$ cat config.mk
export PLATFORM = sky130hd
export DESIGN_NAME = muldiv_unit_flat
export DESIGN_NICKNAME = d
export VERILOG_FILES = /design/src/rtl/muldiv_unit_if.sv /design/src/rtl/muldiv_unit.sv /design/src/flat_wrapper.sv
export SDC_FILE = /design/constraint.sdc
export NUM_CORES = 1
export LEC_CHECK = 0
export ABC_AREA = 1
export CAP_MARGIN = 40
export CORE_MARGIN = 5
export CORE_UTILIZATION = 30
export DETAILED_ROUTE_END_ITERATION = 16
export PLACE_DENSITY = 0.52
export RECOVER_POWER = 25
export SYNTH_ARGS = -nofsm -noshare
export SYNTH_HDL_FRONTEND = slang
export SYNTH_SLANG_ARGS = --single-unit
$ cat constraint.sdc
create_clock -name clk -period 5.3 [get_ports clk]
set_input_delay 0.53 -clock clk [delete_from_list [all_inputs] [get_ports clk]]
set_output_delay 0.53 -clock clk [all_outputs]
set_load 0.01 [all_outputs]
$ cat src/rtl/muldiv_unit_if.sv
// Handshake and data bundle between the pipeline and the iterative multiply/divide unit.
interface muldiv_unit_if;
    logic        start;
    logic [1:0]  op;
    logic [31:0] src_a;
    logic [31:0] src_b;
    logic        flush;
    logic        busy;
    logic        done;
    logic [63:0] result;
    logic        hilo_we;

    modport master (
        output start, op, src_a, src_b, flush,
        input  busy, done, result, hilo_we
    );

    modport slave (
        input  start, op, src_a, src_b, flush,
        output busy, done, result, hilo_we
    );
endinterface

$ cat src/rtl/muldiv_unit.sv
// Iterative 32x32 multiply / 32/32 divide unit producing {hi, lo} for the HILO register.
// Fixed 32-iteration latency for every operation; flush aborts, rst clears the result.
//
// state | meaning
// IDLE  | waiting for start; operands latched on acceptance
// MUL   | radix-2 shift-add, one multiplier bit per cycle
// DIV   | radix-2 restoring division, one quotient bit per cycle
// DONE  | result registered; done/hilo_we pulse for one cycle
module muldiv_unit (
    input  logic           clk,
    input  logic           rst,
    muldiv_unit_if.slave   bus
);

    localparam logic [1:0] IDLE = 2'd0;
    localparam logic [1:0] MUL  = 2'd1;
    localparam logic [1:0] DIV  = 2'd2;
    localparam logic [1:0] DONE = 2'd3;

    logic [1:0]  state;
    logic [4:0]  cnt;
    logic [63:0] acc;
    logic [31:0] opnd;
    logic        sign_res;
    logic        sign_rem;
    logic        div_zero;
    logic [63:0] result_q;

    logic        signed_op;
    logic        a_neg;
    logic        b_neg;
    logic [31:0] mag_a;
    logic [31:0] mag_b;

    logic [32:0] mul_sum;
    logic [63:0] mul_next;
    logic [32:0] div_trial;
    logic [63:0] div_next;
    logic [63:0] mul_final;
    logic [31:0] div_lo;
    logic [31:0] div_hi;

    assign signed_op = ~bus.op[0];
    assign a_neg     = signed_op & bus.src_a[31];
    assign b_neg     = signed_op & bus.src_b[31];
    assign mag_a     = a_neg ? (32'd0 - bus.src_a) : bus.src_a;
    assign mag_b     = b_neg ? (32'd0 - bus.src_b) : bus.src_b;

    // Multiply: acc = {partial product high, remaining multiplier bits}.
    assign mul_sum  = {1'b0, acc[63:32]} + (acc[0] ? {1'b0, opnd} : 33'd0);
    assign mul_next = {mul_sum, acc[31:1]};

    // Divide: acc = {remainder, dividend bits being shifted out / quotient shifted in}.
    // Remainder stays below the divisor, so bit 32 of the trial is a clean borrow flag.
    assign div_trial = {acc[63:32], acc[31]} - {1'b0, opnd};
    assign div_next  = div_trial[32] ? {acc[62:0], 1'b0}
                                     : {div_trial[31:0], acc[30:0], 1'b1};

    assign mul_final = sign_res ? (64'd0 - mul_next) : mul_next;
    assign div_lo    = div_zero ? 32'hFFFF_FFFF
                     : (sign_res ? (32'd0 - div_next[31:0]) : div_next[31:0]);
    assign div_hi    = sign_rem ? (32'd0 - div_next[63:32]) : div_next[63:32];

    always_ff @(posedge clk) begin
        if (rst) begin
            state    <= IDLE;
            cnt      <= 5'd0;
            acc      <= 64'd0;
            opnd     <= 32'd0;
            sign_res <= 1'b0;
            sign_rem <= 1'b0;
            div_zero <= 1'b0;
            result_q <= 64'd0;
        end else begin
            case (state)
                IDLE: begin
                    if (bus.start && !bus.flush) begin
                        cnt      <= 5'd0;
                        sign_res <= a_neg ^ b_neg;
                        sign_rem <= a_neg;
                        div_zero <= (bus.src_b == 32'd0);
                        if (bus.op[1]) begin
                            acc   <= {32'd0, mag_a};
                            opnd  <= mag_b;
                            state <= DIV;
                        end else begin
                            acc   <= {32'd0, mag_b};
                            opnd  <= mag_a;
                            state <= MUL;
                        end
                    end
                end
                MUL, DIV: begin
                    if (bus.flush) begin
                        state <= IDLE;
                    end else begin
                        acc <= (state == MUL) ? mul_next : div_next;
                        if (cnt == 5'd31) begin
                            state    <= DONE;
                            result_q <= (state == MUL) ? mul_final : {div_hi, div_lo};
                        end else begin
                            cnt <= cnt + 5'd1;
                        end
                    end
                end
                default: begin
                    state <= IDLE;
                end
            endcase
        end
    end

    assign bus.busy    = (state == MUL) || (state == DIV);
    assign bus.done    = (state == DONE) && !bus.flush;
    assign bus.hilo_we = bus.done;
    assign bus.result  = result_q;

endmodule

$ cat src/flat_wrapper.sv
// flat-port wrapper written by rule: the top's interface ports become plain ports
module muldiv_unit_flat 
  (clk, rst, bus_start, bus_op, bus_src_a, bus_src_b, bus_flush, bus_busy, bus_done, bus_result, bus_hilo_we);
  muldiv_unit_if bus_i ();
  input  logic clk;
  input  logic rst;
  input wire logic [$bits(bus_i.start)-1:0] bus_start;
  input wire logic [$bits(bus_i.op)-1:0] bus_op;
  input wire logic [$bits(bus_i.src_a)-1:0] bus_src_a;
  input wire logic [$bits(bus_i.src_b)-1:0] bus_src_b;
  input wire logic [$bits(bus_i.flush)-1:0] bus_flush;
  output wire logic [$bits(bus_i.busy)-1:0] bus_busy;
  output wire logic [$bits(bus_i.done)-1:0] bus_done;
  output wire logic [$bits(bus_i.result)-1:0] bus_result;
  output wire logic [$bits(bus_i.hilo_we)-1:0] bus_hilo_we;
  assign bus_i.start = bus_start;
  assign bus_i.op = bus_op;
  assign bus_i.src_a = bus_src_a;
  assign bus_i.src_b = bus_src_b;
  assign bus_i.flush = bus_flush;
  assign bus_busy = bus_i.busy;
  assign bus_done = bus_i.done;
  assign bus_result = bus_i.result;
  assign bus_hilo_we = bus_i.hilo_we;
  muldiv_unit u_core (.clk(clk), .rst(rst), .bus(bus_i));
endmodule
==> results of run 1 <==
## per-layer routing
layer  share of wire  vias up  GRT usage
met4           0.042        0     0.0893
met1            0.44     9738      0.291
met3           0.047      121     0.0254
li1                -    10789          -
met2            0.47      608      0.388
met5               0        -          0
## power breakdown
group	switching (mW)	internal, mW	total, mW
sequential	0.347	1.46	1.81
combinational	5.38	2.07	7.46
clock	0.680	0.629	1.31
total	6.41	4.17	10.6
## how the worst max path moves through the flow
stage                   startpoint                    end
floorplan           u_core.acc[31]  u_core.bus.result[16]
global placement      bus_src_a[0]        u_core.opnd[28]
detailed placement  u_core.acc[31]  u_core.bus.result[57]
CTS                 u_core.acc[31]  u_core.bus.result[57]
global route         u_core.acc[0]  u_core.bus.result[56]
finish              u_core.acc[31]  u_core.bus.result[57]
## registers in the layout, summed over array words and instances, names as in the netlist
name,flops
u_core.cnt,5
u_core.acc,64
u_core.state,2
u_core.sign_rem,1
u_core.div_zero,1
u_core.sign_res,1
u_core.bus.result,64
u_core.opnd,32
## worst register-to-register path, stage by stage, from the launching register on
cell and delay, ns:
dfxtp_1 0.38, inv_1 0.10, ha_1 0.15, inv_1 0.08, fa_1 0.40, nand2_1 0.08, nand2_1 0.09, nand3_1 0.11
nand2_2 0.10, nand2_2 0.10, nand2_4 0.06, nand2_4 0.09, nand2_4 0.06, nand2_2 0.20, nand2_4 0.34, o21ai_0 0.62
nand2_1 0.21, nor2_1 0.20, nand2_1 0.07, nor2_1 0.09, nand2_1 0.10, nand3_1 0.08, nand3_1 0.10, a21oi_1 0.14
## area by class of cell
cell class,instances,area [um^2],share of cell area
Multi-Input combinational cell,2538,12900,0.611
Sequential cell,170,3400,0.162
Inverter,434,1630,0.0774
Timing Repair Buffer,161,1600,0.0758
Tap cell,790,988,0.0469
Clock buffer,17,425,0.0202
Clock inverter,15,156,0.00743
## cell families after synthesis
family          share of synthesized area
simple gates                        0.384
fa+ha+maj                          0.0530
buf+inv                             0.122
xor+xnor                           0.0526
compound gates                      0.205
flops                               0.184
## per-stage QoR
stage | utilization | power [mW] | instances
floorplan | - | 6.92 | 3285
global placement | 0.333 | 9.19 | 4091
detailed placement | 0.334 | 9.16 | 4093
CTS | 0.343 | 10.5 | 4125
global route | 0.343 | 11.4 | 4125
finish | 0.343 | 10.6 | 4125
## layout by cell type (no fill, tap or decap), drive strengths merged, types with 9 or more instances in the layout
cell,instances
nand3,237
nand2,948
inv,439
xor2,84
nor2,377
clkbuf,18
ha,75
nand3b,16
nor3,38
o211ai,72
clkinv,9
nor4,13
clkdlybuf4s50,76
o31ai,10
o21bai,10
buf,26
xnor2,27
o21ai,241
a21oi,254
dfxtp,170
a31oi,49
nand4,35
dlygate4sd3,58
==> out/qor.yml, run 1 <==
status:
  status: "finished clean"
sta:
  setup_tns_ns: 0
  maxSlewViolCount: 0
  fmax_mhz: 249
  holdWs_ns: 0.462
  worst_pin_slew_ns: 1.47
  fin_ws_ns: 1.29
  fin_crit_sh: 0.757
  rsz0062_at_grt: "false"
  skew_ns: 0.0173
  setup_violations: 0
  period_needed_ns: 4.01
  maxSlewHeadroom: 0.0202
  hold_viol_final: 0
setup_path:
  crit_chain: "inv_1 -> ha_1 -> inv_1 -> fa_1 -> nand2_1 -> nand2_1 -> nand3_1 -> nand2_2 -> nand2_2 -> nand2_4 -> nand2_4 -> nand2_4 -> nand2_2 -> nand2_4 -> o21ai_0 -> nand2_1 -> nor2_1 -> nand2_1 -> nor2_1 -> nand2_1 -> nand3_1 -> nand3_1 -> a21oi_1"
  crit_family: "simple AND/OR/NAND/NOR gates"
  worstSetupPathType: "flop to flop"
  r2r-end: "u_core.bus.result[57]"
  timing.critical_path.mode_cell: "nand2_1"
  rr_worst_depth: 23
  reg2reg_slack_ns: 1.29
  path_depth: 23
  critPathMaxStageDelay_ns: 0.61
  end_kind: "flop"
  worstSetupStartpointType: "flop"
  r2r-start: "u_core.acc[31]"
  crit_fanout: 42
  path_buf_inv: 2
  required_ns: 5.71
  cpMaxStageDelayCell: "o21ai_0"
  cp.arrival_ns: 4.43
floorplan:
  rows: 91
  top_level_ports: 137
  design.die.area_mm2: 0.0666
  die_w_um: 258
  die_h_um: 258
  core_mm2: 0.0614
  start_util: 0.301
drt:
  routedWlPerCell_um: 18.9
  first_pass_iters: 6
  drt_iter0_drc: 1848
  ant_nets: 0
  via_count: 21256
  drc: 0
  routed_wl_um: 77900
  vias_per_cell: 5.15
global_route:
  grt_start_max_net_pins: 168
  grt_pass1_wl_um: 118000
  grt_pass1_vias: 19947
  overflow: 0
  grtUsageTotal: 0.226
  antenna_found_initial: 0
yosys:
  synth_seq_area_share: 0.184
  yosys.area.top_type: "nand2_1"
  ys.flop_type: "dfxtp_1"
  yosys-top-cells-area: "nand2_1, dfxtp_1, inv_1, nor2_1, a21oi_1"
  synth-warning-count: 0
  synth.cell_area_mm2: 0.0185
  synthCells: 3285
  synth_common_cells: "nand2_1, inv_1, nor2_1"
  syn_area_per_cell_um2: 5.62
  synth-edff-count: 0
  synth_nets: 3432
  ys_types: 57
  yosys.area.top_type_share: 0.187
  yosysMostFrequentCell: "nand2_1"
  synth-seq-cells: 170
  async_flop_share: 0
layout:
  nets: 3469
  antenna_cells: 0
  drive_gt1_frac: 0.0414
  stdcell_area_mm2: 0.0211
  fill_cells: 6967
  synthToLayoutAreaGrowth_pct: 14.0
place:
  placed_cell_area_mm2: 0.0205
  dpl.hpwl_um: 61700
  finalWeightedCongestion: 0.972
  dp_worst_setup_slack_ns: 1.36
  io_buffer_count: 136
clocking:
  cts.path.max_buffers: 2
  htree_num_levels: 4
  path_clk_slew_ns: 0.08
  cts_hold_buf: 0
  cts_made_buffers: 17
  clk_latency_ns: 0.48
  post_cts_buffers: 0
  cts_resized: 0
  cts_tree: "done"
  cts.sinks: 170
  clockRootBuffer: "clkbuf_16"
run:
  drv_cap: 0
worst_hold_path:
  min_path_cells: 2
  hold_class: "flop to flop"
  min_to: "u_core.bus.result[18]"
  hold_start: "u_core.bus.result[18]"
pwr:
  peakVddDrop_uv: 378
  leakage_nw: 10.1
  p_per_area_mw_per_mm2: 502
No activity file was read; power rests on OpenSTA's default activity.
==> run 2: changes to the inputs <==
--- a/config.mk
+++ b/config.mk
@@ -10,7 +10,7 @@
 export CORE_MARGIN = 5
 export CORE_UTILIZATION = 30
 export DETAILED_ROUTE_END_ITERATION = 16
-export PLACE_DENSITY = 0.52
+export PLACE_DENSITY = 0.54
 export RECOVER_POWER = 25
 export SYNTH_ARGS = -nofsm -noshare
 export SYNTH_HDL_FRONTEND = slang
==> constraint.sdc (replaced) <==
create_clock -name clk -period 3.2 [get_ports clk]
set_input_delay 0.32 -clock clk [delete_from_list [all_inputs] [get_ports clk]]
set_output_delay 0.32 -clock clk [all_outputs]
set_load 0.01 [all_outputs]
==> out/qor.yml, run 2 (synthesis results as in run 1) <==
drt:
  ant_nets: 0
  first_pass_iters: 5
  drc: 0
  routed_wl_um: 85900
  drt_iter0_drc: 1749
  vias_per_cell: 5.10
  via_count: 23562
  routedWlPerCell_um: 18.6
sta:
  fmax_mhz: 316
  period_needed_ns: 3.16
  fin_ws_ns: 0.0351
  setup_violations: 0
  maxSlewViolCount: 0
  skew_ns: 0.0145
  fin_crit_sh: 0.989
  rsz0062_at_grt: "true"
  hold_viol_final: 0
  maxSlewHeadroom: 0.418
  worst_pin_slew_ns: 0.865
global_route:
  grt_pass1_wl_um: 126000
  grtUsageMet1: 0.312
  grtUsageTotal: 0.244
  grt_most_used_layer: "met2"
  grt_start_max_net_pins: 96
  gr-usage-met3: 0.0266
  overflow: 0
  grt_pass1_vias: 21720
  antenna_found_initial: 1
  use_met2: 0.419
setup_path:
  worstSetupPathType: "flop to flop"
  crit_fanout: 6
  rr_worst_depth: 25
  cp.arrival_ns: 3.57
  end_kind: "flop"
  timing.critical_path.mode_cell: "nand2_4"
  critPathMaxStageDelay_ns: 0.34
  worstSetupStartpointType: "flop"
  cpMaxStageDelayCell: "fa_2"
  required_ns: 3.61
floorplan:
  top_level_ports: 137
  design.die.area_mm2: 0.0666
  die_h_um: 258
  core_mm2: 0.0614
  die_w_um: 258
  start_util: 0.301
  rows: 91
clocking:
  path_clk_slew_ns: 0.08
  cts_tree: "done"
  clk_latency_ns: 0.51
  cts.path.max_buffers: 2
  cts_hold_buf: 0
  cts.sinks: 170
  clockRootBuffer: "clkbuf_16"
  cts_made_buffers: 17
  htree_num_levels: 4
worst_hold_path:
  hold_class: "input port to flop"
  min_path_cells: 2
layout:
  antenna_cells: 0
  nets: 3967
  fill_cells: 6503
  stdcell_area_mm2: 0.0272
  final_util: 0.444
  final_common_cell: "nand2_1"
  drive_gt1_frac: 0.272
  final_cell_mix: "nand2_1, buf_4, inv_1"
  synthToLayoutAreaGrowth_pct: 47.4
place:
  placed_cell_area_mm2: 0.0239
  dpl.hpwl_um: 67800
  dp_worst_setup_slack_ns: -0.293
  io_buffer_count: 136
  finalWeightedCongestion: 0.960
run:
  drv_cap: 0
pwr:
  leakage_nw: 12.9
  p_per_area_mw_per_mm2: 862
  peakVddDrop_uv: 651
  p_total_mw: 23.5
status:
  status: "finished clean"
-- run 2: cell count changes in the layout (fill, tap and decap cells not counted), sizes merged, moves of 3 or more --
cell / before / now
clkinv: 9 / 6
clkbuf: 18 / 25
buf: 26 / 516
dlygate4sd3: 58 / 51
clkdlybuf4s50: 76 / 83
-- run 2: path summary, 6_finish.rpt --
path	startpoint	end	slack [ns]
setup / recovery	u_core.acc[31]	u_core.bus.result[59]	0.04
hold / removal	rst	u_core.acc[0]	0.33
setup reg to reg	u_core.acc[31]	u_core.bus.result[59]	0.04
hold reg to reg	u_core.bus.result[30]	u_core.bus.result[30]	0.46
-- run 2: critical path: cells and delay by family, from the launching register on --
family                     cells  cell delay, ns
adders and majority gates      2            0.47
DFF                            1            0.32
AOI/OAI and AO/OA              1            0.06
and+or+nand+nor               19            1.98
buffers and inverters          3            0.21
-- run 2: timing repair --
| action | 4_1_cts | 5_1_grt |
|---|---|---|
| resized for setup | 82 | 494 |
| gates cloned | 0 | 9 |
| pin swaps | 23 | 136 |
| buffers inserted | 7 | 34 |
| setup endpoints to repair | 46 | 64 |
-- run 2: metal layers --
| metal | wire [um] | up-vias |
|---|---|---|
| li1 | - | 11806 |
| met1 | 36900 | 10892 |
| met4 | 3550 | 0 |
| met5 | 0 | - |
| met2 | 41300 | 716 |
| met3 | 4120 | 148 |
-- run 2: final cells by class --
class	instances	area, um^2	share of cell area
clock buffers	18	429	0.0158
clock inverters	14	178	0.00653
inverters	434	1650	0.0604
multi-input cells	2540	14900	0.549
flip-flops and latches	170	3440	0.126
well taps	790	988	0.0363
repair buffers	657	5600	0.206
-- run 2: stage by stage --
step	cells	hold WS [ns]	TNS (ns)
2_1_floorplan	3285	0.450	0
3_3_place_gp	4542	0.458	-4.97
3_5_place_dp	4543	0.454	-6.29
4_1_cts	4582	0.303	-0.0575
5_1_grt	4623	0.334	-2.30
6_report	4623	0.327	0
-- run 2: report_power, final --
part / internal, mW / leakage, nW / switching (mW) / total [mW]
clock: 1.18 / 0.291 / 1.11 / 2.29
sequential: 2.44 / 1.39 / 0.341 / 2.78
combinational: 7.22 / 11.2 / 11.2 / 18.4
==> run 3: changes to the inputs <==
--- a/config.mk
+++ b/config.mk
@@ -12,6 +12,7 @@
 export DETAILED_ROUTE_END_ITERATION = 16
 export PLACE_DENSITY = 0.54
 export RECOVER_POWER = 25
+export REMOVE_ABC_BUFFERS = 1
 export SYNTH_ARGS = -nofsm -noshare
 export SYNTH_HDL_FRONTEND = slang
 export SYNTH_SLANG_ARGS = --single-unit
==> out/qor.yml, run 3 (synthesis results as in run 1) <==
layout:
  fill_cells: 6409
  final_cells: 4675
  stdcell_area_mm2: 0.0279
  nets: 4018
  synthToLayoutAreaGrowth_pct: 51.3
  final_common_cell: "nand2_1"
  final_cell_mix: "nand2_1, buf_4, inv_1"
  drive_gt1_frac: 0.297
clocking:
  clk_latency_ns: 0.52
  clockRootBuffer: "clkbuf_16"
  htree_num_levels: 4
  cts_made_buffers: 17
  cts_tree: "done"
  cts.sinks: 170
  cts.path.max_buffers: 2
  path_clk_slew_ns: 0.08
sta:
  worst_pin_slew_ns: 0.842
  maxSlewHeadroom: 0.439
  setup_violations: 0
  fin_crit_sh: 0.998
  skew_ns: 0.0174
  fin_ws_ns: 0.00572
  fmax_mhz: 313
  rsz0062_at_grt: "true"
  hold_viol_final: 0
  maxSlewViolCount: 0
  period_needed_ns: 3.19
setup_path:
  crit_fanout: 8
  worstSetupStartpointType: "flop"
  timing.critical_path.mode_cell: "nand2_4"
  worstSetupPathType: "flop to flop"
  critPathMaxStageDelay_ns: 0.34
  cp.arrival_ns: 3.59
  crit_family: "simple AND/OR/NAND/NOR gates"
  cpMaxStageDelayCell: "fa_2"
  end_kind: "flop"
  required_ns: 3.60
  path_buf_inv: 4
place:
  placed_cell_area_mm2: 0.0243
  finalWeightedCongestion: 1.01
  place_inst: 4592
  dpl.hpwl_um: 71000
  io_buffer_count: 136
  dp_worst_setup_slack_ns: -0.578
pwr:
  seq_power_share: 0.116
  peakVddDrop_uv: 741
  p_clk_frac: 0.098
  p_per_area_mw_per_mm2: 861
  swShare: 0.538
  p_switching_mw: 12.9
  comb_power_share: 0.786
  leakage_nw: 13.3
  p_int_mw: 11.1
global_route:
  grtUsageTotal: 0.255
  grt_pass1_wl_um: 131000
  antenna_found_initial: 2
  grt_start_max_net_pins: 87
  overflow: 0
  grt_pass1_vias: 22022
drt:
  via_count: 24167
  vias_per_cell: 5.17
  first_pass_iters: 6
  ant_nets: 0
  routedWlPerCell_um: 19.4
  drc: 0
  drt_iter0_drc: 2179
  routed_wl_um: 90700
floorplan:
  design.die.area_mm2: 0.0666
  die_h_um: 258
  core_mm2: 0.0614
  start_util: 0.301
  die_w_um: 258
  top_level_ports: 137
  rows: 91
worst_hold_path:
  hold_class: "input port to flop"
status:
  status: "finished clean"
run:
  drv_cap: 0
-- run 3: cell types whose count changed in the layout (fill, tap and decap cells not counted), sizes merged --
cell | before | now
buf | 516 | 569
clkinv | 6 | 8
clkbuf | 25 | 24
clkinvlp | 3 | 2
diode | 0 | 1
dlygate4sd3 | 51 | 50
dlymetal6s2s | 0 | 1
inv | 437 | 436
nand2 | 950 | 949
-- run 3: cell type report --
class	instances	area [um^2]	share of cell area
well taps	790	988	0.0354
clock buffers	18	439	0.0157
inverters	434	1640	0.0588
multi-input cells	2539	15200	0.543
clock inverters	14	183	0.00654
flip-flops and latches	170	3490	0.125
repair buffers	709	6020	0.215
diodes	1	2.50	0.0000896
-- run 3: what timing repair did --
item,in CTS,in global routing
resized for setup,118,531
gates cloned,1,7
setup endpoints to repair,46,69
endpoints found under the hold margin,0,0
pin swaps,29,139
buffers inserted,7,38
hold buffers,0,0
-- run 3: worst min-delay path: stages --
cell and delay [ns]:
dlymetal6s2s_1 0.14, buf_4 0.15, nand2_1 0.05, a31oi_1 0.07
-- run 3: worst paths after layout --
| kind | start | endpoint | slack [ns] | depth (start not counted) |
|---|---|---|---|---|
| worst max-delay path | u_core.acc[31] | u_core.bus.result[58] | 0.006 | 26 |
| worst min-delay path | bus_src_b[0] | u_core.opnd[0] | 0.25 | 4 |
| worst max register to register | u_core.acc[31] | u_core.bus.result[58] | 0.006 | 26 |
| worst min register to register | u_core.bus.result[28] | u_core.bus.result[28] | 0.46 | 2 |
-- run 3: stage by stage --
stage	utilization	hold WS, ns	setup TNS, ns	power, mW
after floorplan	-	0.389	-303.12	11.1
after global placement	0.396	0.455	-6.53	17.9
after detailed placement	0.396	0.458	-7.56	17.9
after CTS	0.414	0.351	-0.150	20.9
after global routing	0.455	0.250	-2.62	25.6
final	0.455	0.246	0	24.1
-- run 3: power groups by stage --
stage	clock network, mW	logic (mW)	registers [mW]
floorplan	0	8.23	2.84
global placement	0	15.1	2.78
detailed placement	0	15.1	2.78
CTS	2.39	15.8	2.75
global route	2.46	20.3	2.82
finish	2.35	18.9	2.79
-- run 3: metal layers --
| metal | GRT usage | vias up | share of wire |
|---|---|---|---|
| met5 | 0 | - | 0 |
| met4 | 0.0982 | 0 | 0.047 |
| met3 | 0.0351 | 192 | 0.064 |
| met2 | 0.434 | 919 | 0.47 |
| met1 | 0.327 | 11171 | 0.42 |
| li1 | - | 11885 | - |
